--- src/rtl/pwm_cmd_ramp_if.sv ---
// Target-command handshake between the speed controller and the ramp block.
// The controller drives valid/data and the ramp block answers with ready.
interface pwm_cmd_ramp_if;
  logic        tgt_valid;
  logic        tgt_ready;
  logic [15:0] tgt_data;

  modport master (output tgt_valid, output tgt_data, input tgt_ready);
  modport slave  (input tgt_valid, input tgt_data, output tgt_ready);
endinterface

--- src/rtl/pwm_cmd_ramp.sv ---
// Slew-rate limiter for the PWM command word. Reversals are sequenced as
// ramp to zero, dwell, flip direction, then ramp up.
module pwm_cmd_ramp #(
  parameter logic [14:0] STEP        = 15'd16,
  parameter int unsigned TICK_DIV    = 32'd200,
  parameter int unsigned DWELL_TICKS = 32'd66
) (
  input  logic                 i_clk,
  input  logic                 i_rst,
  pwm_cmd_ramp_if.slave        s_tgt,
  output logic [15:0]          o_cmd_out,
  output logic                 o_busy,
  output logic                 o_at_target
);

  localparam int unsigned TICK_W  = (TICK_DIV > 32'd1) ? $clog2(TICK_DIV) : 32'd1;
  localparam int unsigned DWELL_W = (DWELL_TICKS > 32'd1) ? $clog2(DWELL_TICKS) : 32'd1;
  localparam logic [TICK_W-1:0]  TICK_LAST  = TICK_W'(TICK_DIV - 32'd1);
  localparam logic [DWELL_W-1:0] DWELL_LAST = DWELL_W'(DWELL_TICKS - 32'd1);

  typedef enum logic [1:0] {
    ST_IDLE      = 2'd0,
    ST_RAMP_UP   = 2'd1,
    ST_RAMP_DOWN = 2'd2,
    ST_DWELL     = 2'd3
  } state_t;

  state_t               r_state;
  logic                 r_tgt_dir;
  logic [14:0]          r_tgt_mag;
  logic                 r_dir;
  logic [14:0]          r_mag;
  logic [TICK_W-1:0]    r_tick_cnt;
  logic [DWELL_W-1:0]   r_dwell_cnt;

  state_t               w_state_nxt;
  logic                 w_dir_nxt;
  logic [14:0]          w_mag_nxt;
  logic [DWELL_W-1:0]   w_dwell_nxt;

  logic                 w_tick;
  logic                 w_ready;
  logic                 w_xfer;
  logic                 w_rev;
  logic [15:0]          w_up_sum;
  logic [14:0]          w_up_mag;
  logic [14:0]          w_floor;
  logic [15:0]          w_floor_step;
  logic [14:0]          w_down_mag;

  assign w_tick  = (r_tick_cnt == TICK_LAST);
  assign w_ready = (r_state != ST_DWELL);
  assign w_xfer  = s_tgt.tgt_valid && w_ready;
  // A zero-magnitude target never asks for a direction change.
  assign w_rev   = (r_tgt_mag != 15'd0) && (r_tgt_dir != r_dir);

  // Step arithmetic is one bit wider so neither direction can wrap.
  assign w_up_sum     = {1'b0, r_mag} + {1'b0, STEP};
  assign w_up_mag     = (w_up_sum >= {1'b0, r_tgt_mag}) ? r_tgt_mag : w_up_sum[14:0];
  assign w_floor      = w_rev ? 15'd0 : r_tgt_mag;
  assign w_floor_step = {1'b0, w_floor} + {1'b0, STEP};
  assign w_down_mag   = ({1'b0, r_mag} >= w_floor_step) ? (r_mag - STEP) : w_floor;

  assign s_tgt.tgt_ready = w_ready;
  assign o_cmd_out       = {r_dir, r_mag};
  assign o_busy          = (r_state != ST_IDLE);
  assign o_at_target     = (r_state == ST_IDLE);

  // Next-state and next-output decode for the ramp sequencer.
  always_comb begin
    w_state_nxt = r_state;
    w_dir_nxt   = r_dir;
    w_mag_nxt   = r_mag;
    w_dwell_nxt = r_dwell_cnt;
    case (r_state)
      ST_IDLE: begin
        if (w_rev) begin
          w_state_nxt = ST_RAMP_DOWN;
        end else if (r_mag < r_tgt_mag) begin
          w_state_nxt = ST_RAMP_UP;
        end else if (r_mag > r_tgt_mag) begin
          w_state_nxt = ST_RAMP_DOWN;
        end else begin
          w_state_nxt = ST_IDLE;
        end
      end
      ST_RAMP_UP: begin
        if (w_rev || (r_mag > r_tgt_mag)) begin
          w_state_nxt = ST_RAMP_DOWN;
        end else if (r_mag == r_tgt_mag) begin
          w_state_nxt = ST_IDLE;
        end else if (w_tick) begin
          w_mag_nxt = w_up_mag;
        end else begin
          w_mag_nxt = r_mag;
        end
      end
      ST_RAMP_DOWN: begin
        if (r_mag == w_floor) begin
          if (w_rev) begin
            w_state_nxt = ST_DWELL;
            w_dwell_nxt = {DWELL_W{1'b0}};
          end else begin
            w_state_nxt = ST_IDLE;
          end
        end else if (r_mag < w_floor) begin
          w_state_nxt = ST_RAMP_UP;
        end else if (w_tick) begin
          w_mag_nxt = w_down_mag;
        end else begin
          w_mag_nxt = r_mag;
        end
      end
      ST_DWELL: begin
        if (w_tick) begin
          if (r_dwell_cnt == DWELL_LAST) begin
            w_dir_nxt   = r_tgt_dir;
            w_state_nxt = ST_IDLE;
          end else begin
            w_dwell_nxt = r_dwell_cnt + DWELL_W'(1);
          end
        end else begin
          w_dwell_nxt = r_dwell_cnt;
        end
      end
      default: begin
        w_state_nxt = ST_IDLE;
      end
    endcase
  end

  // Free-running tick divider.
  always_ff @(posedge i_clk) begin
    if (i_rst) begin
      r_tick_cnt <= {TICK_W{1'b0}};
    end else if (w_tick) begin
      r_tick_cnt <= {TICK_W{1'b0}};
    end else begin
      r_tick_cnt <= r_tick_cnt + TICK_W'(1);
    end
  end

  // Target latch, loaded on every accepted handshake.
  always_ff @(posedge i_clk) begin
    if (i_rst) begin
      r_tgt_dir <= 1'b0;
      r_tgt_mag <= 15'd0;
    end else if (w_xfer) begin
      r_tgt_dir <= s_tgt.tgt_data[15];
      r_tgt_mag <= s_tgt.tgt_data[14:0];
    end else begin
      r_tgt_dir <= r_tgt_dir;
      r_tgt_mag <= r_tgt_mag;
    end
  end

  // Sequencer state and output command registers.
  always_ff @(posedge i_clk) begin
    if (i_rst) begin
      r_state     <= ST_IDLE;
      r_dir       <= 1'b0;
      r_mag       <= 15'd0;
      r_dwell_cnt <= {DWELL_W{1'b0}};
    end else begin
      r_state     <= w_state_nxt;
      r_dir       <= w_dir_nxt;
      r_mag       <= w_mag_nxt;
      r_dwell_cnt <= w_dwell_nxt;
    end
  end

endmodule

--- src/flat_wrapper.sv ---
// flat-port wrapper written by rule: the top's interface ports become plain ports
module pwm_cmd_ramp_flat 
#(
  parameter logic [14:0] STEP        = 15'd16,
  parameter int unsigned TICK_DIV    = 32'd200,
  parameter int unsigned DWELL_TICKS = 32'd66
)
  (i_clk, i_rst, o_cmd_out, o_busy, o_at_target, s_tgt_tgt_valid, s_tgt_tgt_data, s_tgt_tgt_ready);
  pwm_cmd_ramp_if s_tgt_i ();
  input  logic i_clk;
  input  logic i_rst;
  output logic [15:0] o_cmd_out;
  output logic o_busy;
  output logic o_at_target;
  input wire logic [$bits(s_tgt_i.tgt_valid)-1:0] s_tgt_tgt_valid;
  input wire logic [$bits(s_tgt_i.tgt_data)-1:0] s_tgt_tgt_data;
  output wire logic [$bits(s_tgt_i.tgt_ready)-1:0] s_tgt_tgt_ready;
  assign s_tgt_i.tgt_valid = s_tgt_tgt_valid;
  assign s_tgt_i.tgt_data = s_tgt_tgt_data;
  assign s_tgt_tgt_ready = s_tgt_i.tgt_ready;
  pwm_cmd_ramp #(.STEP(STEP), .TICK_DIV(TICK_DIV), .DWELL_TICKS(DWELL_TICKS)) u_core (.i_clk(i_clk), .i_rst(i_rst), .s_tgt(s_tgt_i), .o_cmd_out(o_cmd_out), .o_busy(o_busy), .o_at_target(o_at_target));
endmodule
--- config.mk ---
export PLATFORM = sky130hd
export DESIGN_NAME = pwm_cmd_ramp_flat
export DESIGN_NICKNAME = d
export VERILOG_FILES = /design/src/rtl/pwm_cmd_ramp_if.sv /design/src/rtl/pwm_cmd_ramp.sv /design/src/flat_wrapper.sv
export SDC_FILE = /design/constraint.sdc
export NUM_CORES = 1
export LEC_CHECK = 0
export BUFFER_PORTS_ARGS = -buffer_cell sky130_fd_sc_hd__buf_2
export CAP_MARGIN = 20
export CELL_PAD_IN_SITES_DETAIL_PLACEMENT = 0
export CELL_PAD_IN_SITES_GLOBAL_PLACEMENT = 1
export CORE_ASPECT_RATIO = 1.5
export CORE_UTILIZATION = 46
export DETAILED_ROUTE_END_ITERATION = 6
export HOLD_SLACK_MARGIN = 0.03
export PLACE_DENSITY_LB_ADDON = 0.08
export SLEW_MARGIN = 25
export SYNTH_ARGS = -nofsm -noshare
export SYNTH_HDL_FRONTEND = slang
export SYNTH_SLANG_ARGS = --single-unit
--- constraint.sdc ---
create_clock -name i_clk -period 5.24 [get_ports i_clk]
set_clock_uncertainty 0.1 [all_clocks]
set_input_delay 0.262 -clock i_clk [delete_from_list [all_inputs] [get_ports i_clk]]
set_output_delay 0.262 -clock i_clk [all_outputs]
set_load 0.02 [all_outputs]
; ---- After elaboration in Yosys (flattened, before gate mapping)
; Index checks and enable logic that the tools add are counted.
[totals]
reg_bits = 49
wordCells = 78
[classes]
n_addsub = 5
magnitude_cmp = 5
eq_ne = 22
mux = 26
reduce_logical = 13
[ops]
columns = cell, count
row1 = two-way mux 15 bit, 9
row2 = adder 15 x 5 -> 16 bit (second input constant), 2
row3 = == test 15 bit, 2
row4 = less-than comparator 15 bit, 2
row5 = one-hot mux 15 bit (2 select lines), 1
row6 = two-way mux 7 bit, 4
row7 = two-way mux 2 bit, 10
row8 = >= comparator 15 x 16 -> 1 bit, 1
row9 = >= comparator 16 x 15 -> 1 bit, 1
row10 = greater-than comparator 15 bit, 1
row11 = nonzero test 15 bit, 1
row12 = subtractor 15 x 5 -> 15 bit (second input constant), 1
row13 = one-hot mux 7 bit (2 select lines), 1
row14 = != test 2 x 1 -> 1 bit (second input constant), 6
row15 = != test 2 bit (second input constant), 6
row16 = adder 8 x 1 -> 8 bit (second input constant), 1
row17 = == test 8 bit (second input constant), 1
row18 = one-hot mux 2 bit (4 select lines), 1
row19 = adder 7 x 1 -> 7 bit (second input constant), 1
row20 = == test 7 bit (second input constant), 1
row21 = AND reduction 7 bit, 1
row22 = != test 3 x 1 -> 1 bit (second input constant), 2
row23 = nonzero test 2 bit, 3
row24 = AND reduction 5 bit, 1
row25 = 9 further kinds, 11

; ---- Logic depth before layout (Yosys ltp)
[logic_depth]
word_depth = 10
mapped_depth = 22

; ---- Worst setup path after synthesis
; No wires, ideal clock.
[synth_path]
kind = register to register
startpoint = register u_core.r_tgt_mag[3]
endpoint = register u_core.r_mag[1]
setup_ns = 0.117
arrival_time_ns = 4.244
required_time_ns = 5.023
setup_slack_ns = 0.779
stages_incl_launch_ff = 22
path_cell_list = dfxtp_1 -> nor4_1 -> a41o_1 -> buf_4 -> clkbuf_1 -> nand2_1 -> inv_1 -> ha_1 -> nand2_1 -> nor4_4 -> nand4_1 -> or3_1 -> xnor2_1 -> ha_1 -> and3_1 -> nor4b_1 -> o31a_1 -> o21bai_1 -> buf_4 -> a31o_2 -> and4b_1 -> a22o_1
[synth_between]
elab_chain_len = 10
word_cells_on_any_way = 25
cone_classes = add/sub (1) / order compare (4) / eq/ne (6) / mux (10) / reduce/logical (4)
[synth_rtl]
columns = element, line_no
row1 = "start, declared", pwm_cmd_ramp.sv:30  ; logic [14:0] r_tgt_mag;
row2 = "start signal, assigned", pwm_cmd_ramp.sv:150  ; r_tgt_mag <= s_tgt.tgt_data[14:0];
row3 = "start signal, assigned", pwm_cmd_ramp.sv:153  ; r_tgt_mag <= r_tgt_mag;
row4 = nonzero test 15 bit, pwm_cmd_ramp.sv:55  ; assign w_rev = (r_tgt_mag != 15'd0) && (r_tgt_dir != r_dir);
row5 = logical AND 1 bit, pwm_cmd_ramp.sv:55
row6 = two-way mux 15 bit, pwm_cmd_ramp.sv:60  ; assign w_floor = w_rev ? 15'd0 : r_tgt_mag;
row7 = adder 15 x 5 -> 16 bit, pwm_cmd_ramp.sv:61  ; assign w_floor_step = {1'b0, w_floor} + {1'b0, STEP};
row8 = >= comparator 15 x 16 -> 1 bit, pwm_cmd_ramp.sv:62  ; assign w_down_mag = ({1'b0, r_mag} >= w_floor_step) ? (r_mag - STEP) : w_floor;
row9 = two-way mux 15 bit, pwm_cmd_ramp.sv:62
row10 = two-way mux 15 bit, pwm_cmd_ramp.sv:108  ; end else if (w_tick) begin
row11 = two-way mux 15 bit, pwm_cmd_ramp.sv:106  ; end else if (r_mag < w_floor) begin
row12 = two-way mux 15 bit, pwm_cmd_ramp.sv:99  ; if (r_mag == w_floor) begin
row13 = one-hot mux 15 bit (2 select lines), pwm_cmd_ramp.sv:75  ; case (r_state)
row14 = "end signal, assigned", pwm_cmd_ramp.sv:167  ; r_mag <= w_mag_nxt;
row15 = "end, declared", pwm_cmd_ramp.sv:32  ; logic [14:0] r_mag;
; Parallel ways exist; a longest one is shown, timed or not. The select of a mux whose other input is x is not followed.
; A chain may end at the register's enable or synchronous reset.

; ---- Worst setup path after layout
[layout_path]
startpoint = register u_core.r_tgt_mag[0]
endpoint = register u_core.r_mag[1]
; Same word-level chain as after synthesis.

==> results.py <==
metrics = {
    "layout": {
        "mostFrequentLayoutCell": "nand2_1",
        "multi_input_comb_area_mm2": 0.003117,
        "final_cell_count_no_fill": 679,
        "fillers": 955,
        "fraction_of_layout_cells_with_a_size_suffix_above_1_pct": 14.46,
        "syn_to_final_growth_pct": 10.61,
        "design.final.nets": 647,
        "final-seq-area_um2": 980.9,
        "n_antenna_cell": 0,
        "most-common-layout-cells": "nand2_1, ha_1, dfxtp_1",
        "layout.core_utilization_pct": 52.16,
    },
    "logic_synthesis": {
        "syn_inst": 535,
        "synth_enable_flop_cells": 0,
        "netlist_area_pre_place_mm2": 0.004338,
        "synthDistinctLibCells": 65,
        "ys_warn_count": 0,
        "synth_top_flop_cell": "dfxtp_1",
        "synth_top_area_cells": "dfxtp_1, ha_1, nand2_1, a21oi_1, xnor2_1",
        "post_synth.cell_area_avg_um2": 8.108,
        "synth_sequential_area_ratio_pct": 22.61,
        "yosys.area.top_type_share_pct": 22.61,
        "synth_nets": 616,
        "synth.ff_latch_count": 49,
        "yosysTopAreaCell": "dfxtp_1",
        "asyncSetResetFlopFracSynth_pct": 0,
    },
    "clock_tree": {
        "maximum_level_of_the_cts_h_tree": 2,
        "cts_made_buffers": 5,
        "clock_latency_on_the_worst_skew_pair_ns": 0.30,
        "cts.hold.buffers_added": 0,
        "clock-sinks": 49,
        "postCtsSetupRepairBufs": 0,
        "tritoncts": "done",
        "cts_root_buf": "clkbuf_16",
        "cts.clk_slew.worst_paths_ns": 0.07,
        "cts.path.max_buffers": 2,
        "cts_resized": 0,
    },
    "timing": {
        "count_of_pins_over_their_slew_limit": 0,
        "slew_headroom_pct": 38.82,
        "hold_viol_final": 0,
        "worst_margin_pin_slew_ns": 0.9177,
        "clock.fmax_mhz": 220.0,
        "timing.final.setup_violations": 0,
        "final.min_clock_period_ns": 4.546,
        "grt_setup_unrepaired": "no",
        "fin_setup_tns_ns": 0,
        "fin_worst_hold_slack_ns": 0.09927,
        "post-route-period-util_pct": 86.75,
    },
    "route": {
        "drt-vias-per-instance": 5.978,
        "vias": 4059,
        "detail-route-antenna-nets": 0,
        "drt_iter0_markers": 229,
        "wl_per_cell_um": 19.67,
        "drt_pre_antenna_iters": 4,
        "wl_mm": 13.35,
        "drc": 0,
    },
    "power_and_ir_drop": {
        "switching_share_pct": 49.77,
        "power.share.sequential_pct": 18.5,
        "ir_worst_vdd_mv": 0.3932,
        "power.static_leakage_nw": 2.104,
        "power.combinational.fraction_pct": 69.0,
        "powerDensity_mw_per_mm2": 640.0,
        "fin_total_pwr_w": 0.003071,
        "p_clk_share_pct": 12.4,
        "switchingPower_w": 0.001528,
        "internal_power_w": 0.001543,
    },
    "worst_setup_path": {
        "timing.critical_path.buf_inv": 2,
        "worst_setup_path_start_kind": "register",
        "timing.critical_path.max_delay_family": "simple AND/OR/NAND/NOR gates",
        "worst_ep_required_time_ns": 5.33,
        "setup.worst_path.class": "register to register",
        "critPathMaxFanout": 15,
        "cp_data_arrival_time_ns": 4.64,
        "critPathSlowestCell": "nor4_1",
        "crit_path_cell_trace": "nor4_1 -> a41o_1 -> buf_4 -> nand2_1 -> nor4_4 -> nand4_1 -> or3_1 -> xnor2_1 -> ha_1 -> and3_1 -> nor4b_1 -> o31a_1 -> o21bai_1 -> buf_4 -> a31o_2 -> and4b_1 -> a22o_1",
        "reg2reg_setup_slack_ns": 0.69,
        "critical-path-top-cell-by-count": "buf_4",
        "critical_path.max_stage_delay_ns": 0.43,
        "timing.critical_path.to_type": "register",
    },
    "global_route": {
        "grt_first_pass_wirelength_mm": 21.18,
        "vias_in_the_first_global_route": 4022,
        "grt_overflow_total": 0,
        "antenna_found_initial": 0,
        "maximum_number_of_pins_on_one_net_before_global_route_repair": 39,
        "globalRouteTotalUtil_pct": 28.96,
    },
    "die": {
        "die-area_mm2": 0.009831,
        "pin_count": 38,
        "initial_core_util_pct": 47.15,
        "die_height_um": 120.9,
        "fp.dieW_um": 81.29,
        "std_cell_rows": 43,
        "fp.coreArea_mm2": 0.009200,
    },
    "placement": {
        "dpl.cell_count": 671,
        "detailedPlacementHpwl_mm": 10.28,
        "gp_congestion": 0.9235,
        "portBuffers": 37,
    },
    "job": {
        "maxCapViolations": 0,
    },
    "run_status": {
        "run_status": "finished clean",
    },
    "min_path": {
        "worstHoldPathType": "primary input to register",
    },
}
-- worst paths after layout --
path / start / end / cells after the start
worst max-delay path: u_core.r_tgt_mag[0]$_SDFFE_PP0P_ / u_core.r_mag[1]$_SDFFE_PP0P_ / 17
worst min-delay path: s_tgt_tgt_data[12] / u_core.r_tgt_mag[12]$_SDFFE_PP0P_ / 3
worst max register to register: u_core.r_tgt_mag[0]$_SDFFE_PP0P_ / u_core.r_mag[1]$_SDFFE_PP0P_ / 17
worst min register to register: u_core.r_tick_cnt[0]$_SDFF_PP0_ / u_core.r_tick_cnt[0]$_SDFF_PP0_ / 1
-- synth_stat cells (all sizes together), types with 2 or more instances --
cell     count
nor2        36
a22o         4
a31oi        4
a21boi       2
o31a         3
xor2        16
nor4b        2
dfxtp       49
a21o         5
o21ai        7
nand4       16
a211oi      12
mux2i       16
ha          62
inv         29
a311oi       3
nand2b       3
and2         3
o21a         5
nor2b        3
xnor2       21
clkbuf      15
or3          5
nand3b       2
buf         11
o211ai       3
nand2       70
a2111oi      4
and3        10
nor4         8
o21bai       3
a21oi       48
nand3       22
or4          2
nor3        12
-- layout make-up --
type / count / share of cell area, %
Clock inverter: 3 / 0.9126
Multi-Input combinational cell: 431 / 64.95
Sequential cell: 49 / 20.44
Timing Repair Buffer: 50 / 5.893
Tap cell: 112 / 2.920
Clock buffer: 5 / 2.608
Inverter: 29 / 2.269
-- per-stage QoR --
step	area, µm²	worst slack, ns
global placement	4627	0.8168
detailed placement	4629	0.7062
CTS	4798	0.6918
finish	4798	0.6943
floorplan	4338	0.7790
global route	4798	0.2457
-- power by group through the flow --
stage / combinational (W) / clock (W) / sequential, W
2_1_floorplan: 0.00155 / 0 / 0.000577
3_3_place_gp: 0.00208 / 0 / 0.000573
3_5_place_dp: 0.00209 / 0 / 0.000576
4_1_cts: 0.00210 / 0.000396 / 0.000567
5_1_grt: 0.00232 / 0.000403 / 0.000580
6_report: 0.00212 / 0.000382 / 0.000569
-- worst min-delay path: stages --
cell and delay, ns:
buf_2 0.09, nand2_1 0.04, a21oi_1 0.05
-- flip-flops by register name, indices dropped and copies added (netlist names) --
| signal | count |
|---|---|
| u_core.r_dir | 1 |
| u_core.r_dwell_cnt | 7 |
| u_core.r_mag | 15 |
| u_core.r_state | 2 |
| u_core.r_tgt_dir | 1 |
| u_core.r_tgt_mag | 15 |
| u_core.r_tick_cnt | 8 |
-- logic make-up after synthesis --
group           count (synthesis)  synth area share, %
mux                            16                3.692
fa+ha+maj                      62                17.88
compound gates                117                19.70
simple gates                  199                23.05
buf+inv                        55                5.595
flops                          49                22.61
xor+xnor                       37                7.470
-- routing by layer --
metal	wire length, µm	share of wire [%]	GRT usage [%]
met4	746	5.6	16.85
met5	0	0	0
met2	6927	52	50.57
met1	5297	40	32.57
met3	382	2.9	3.759
Note: power is estimated with default switching activity, not from simulation.
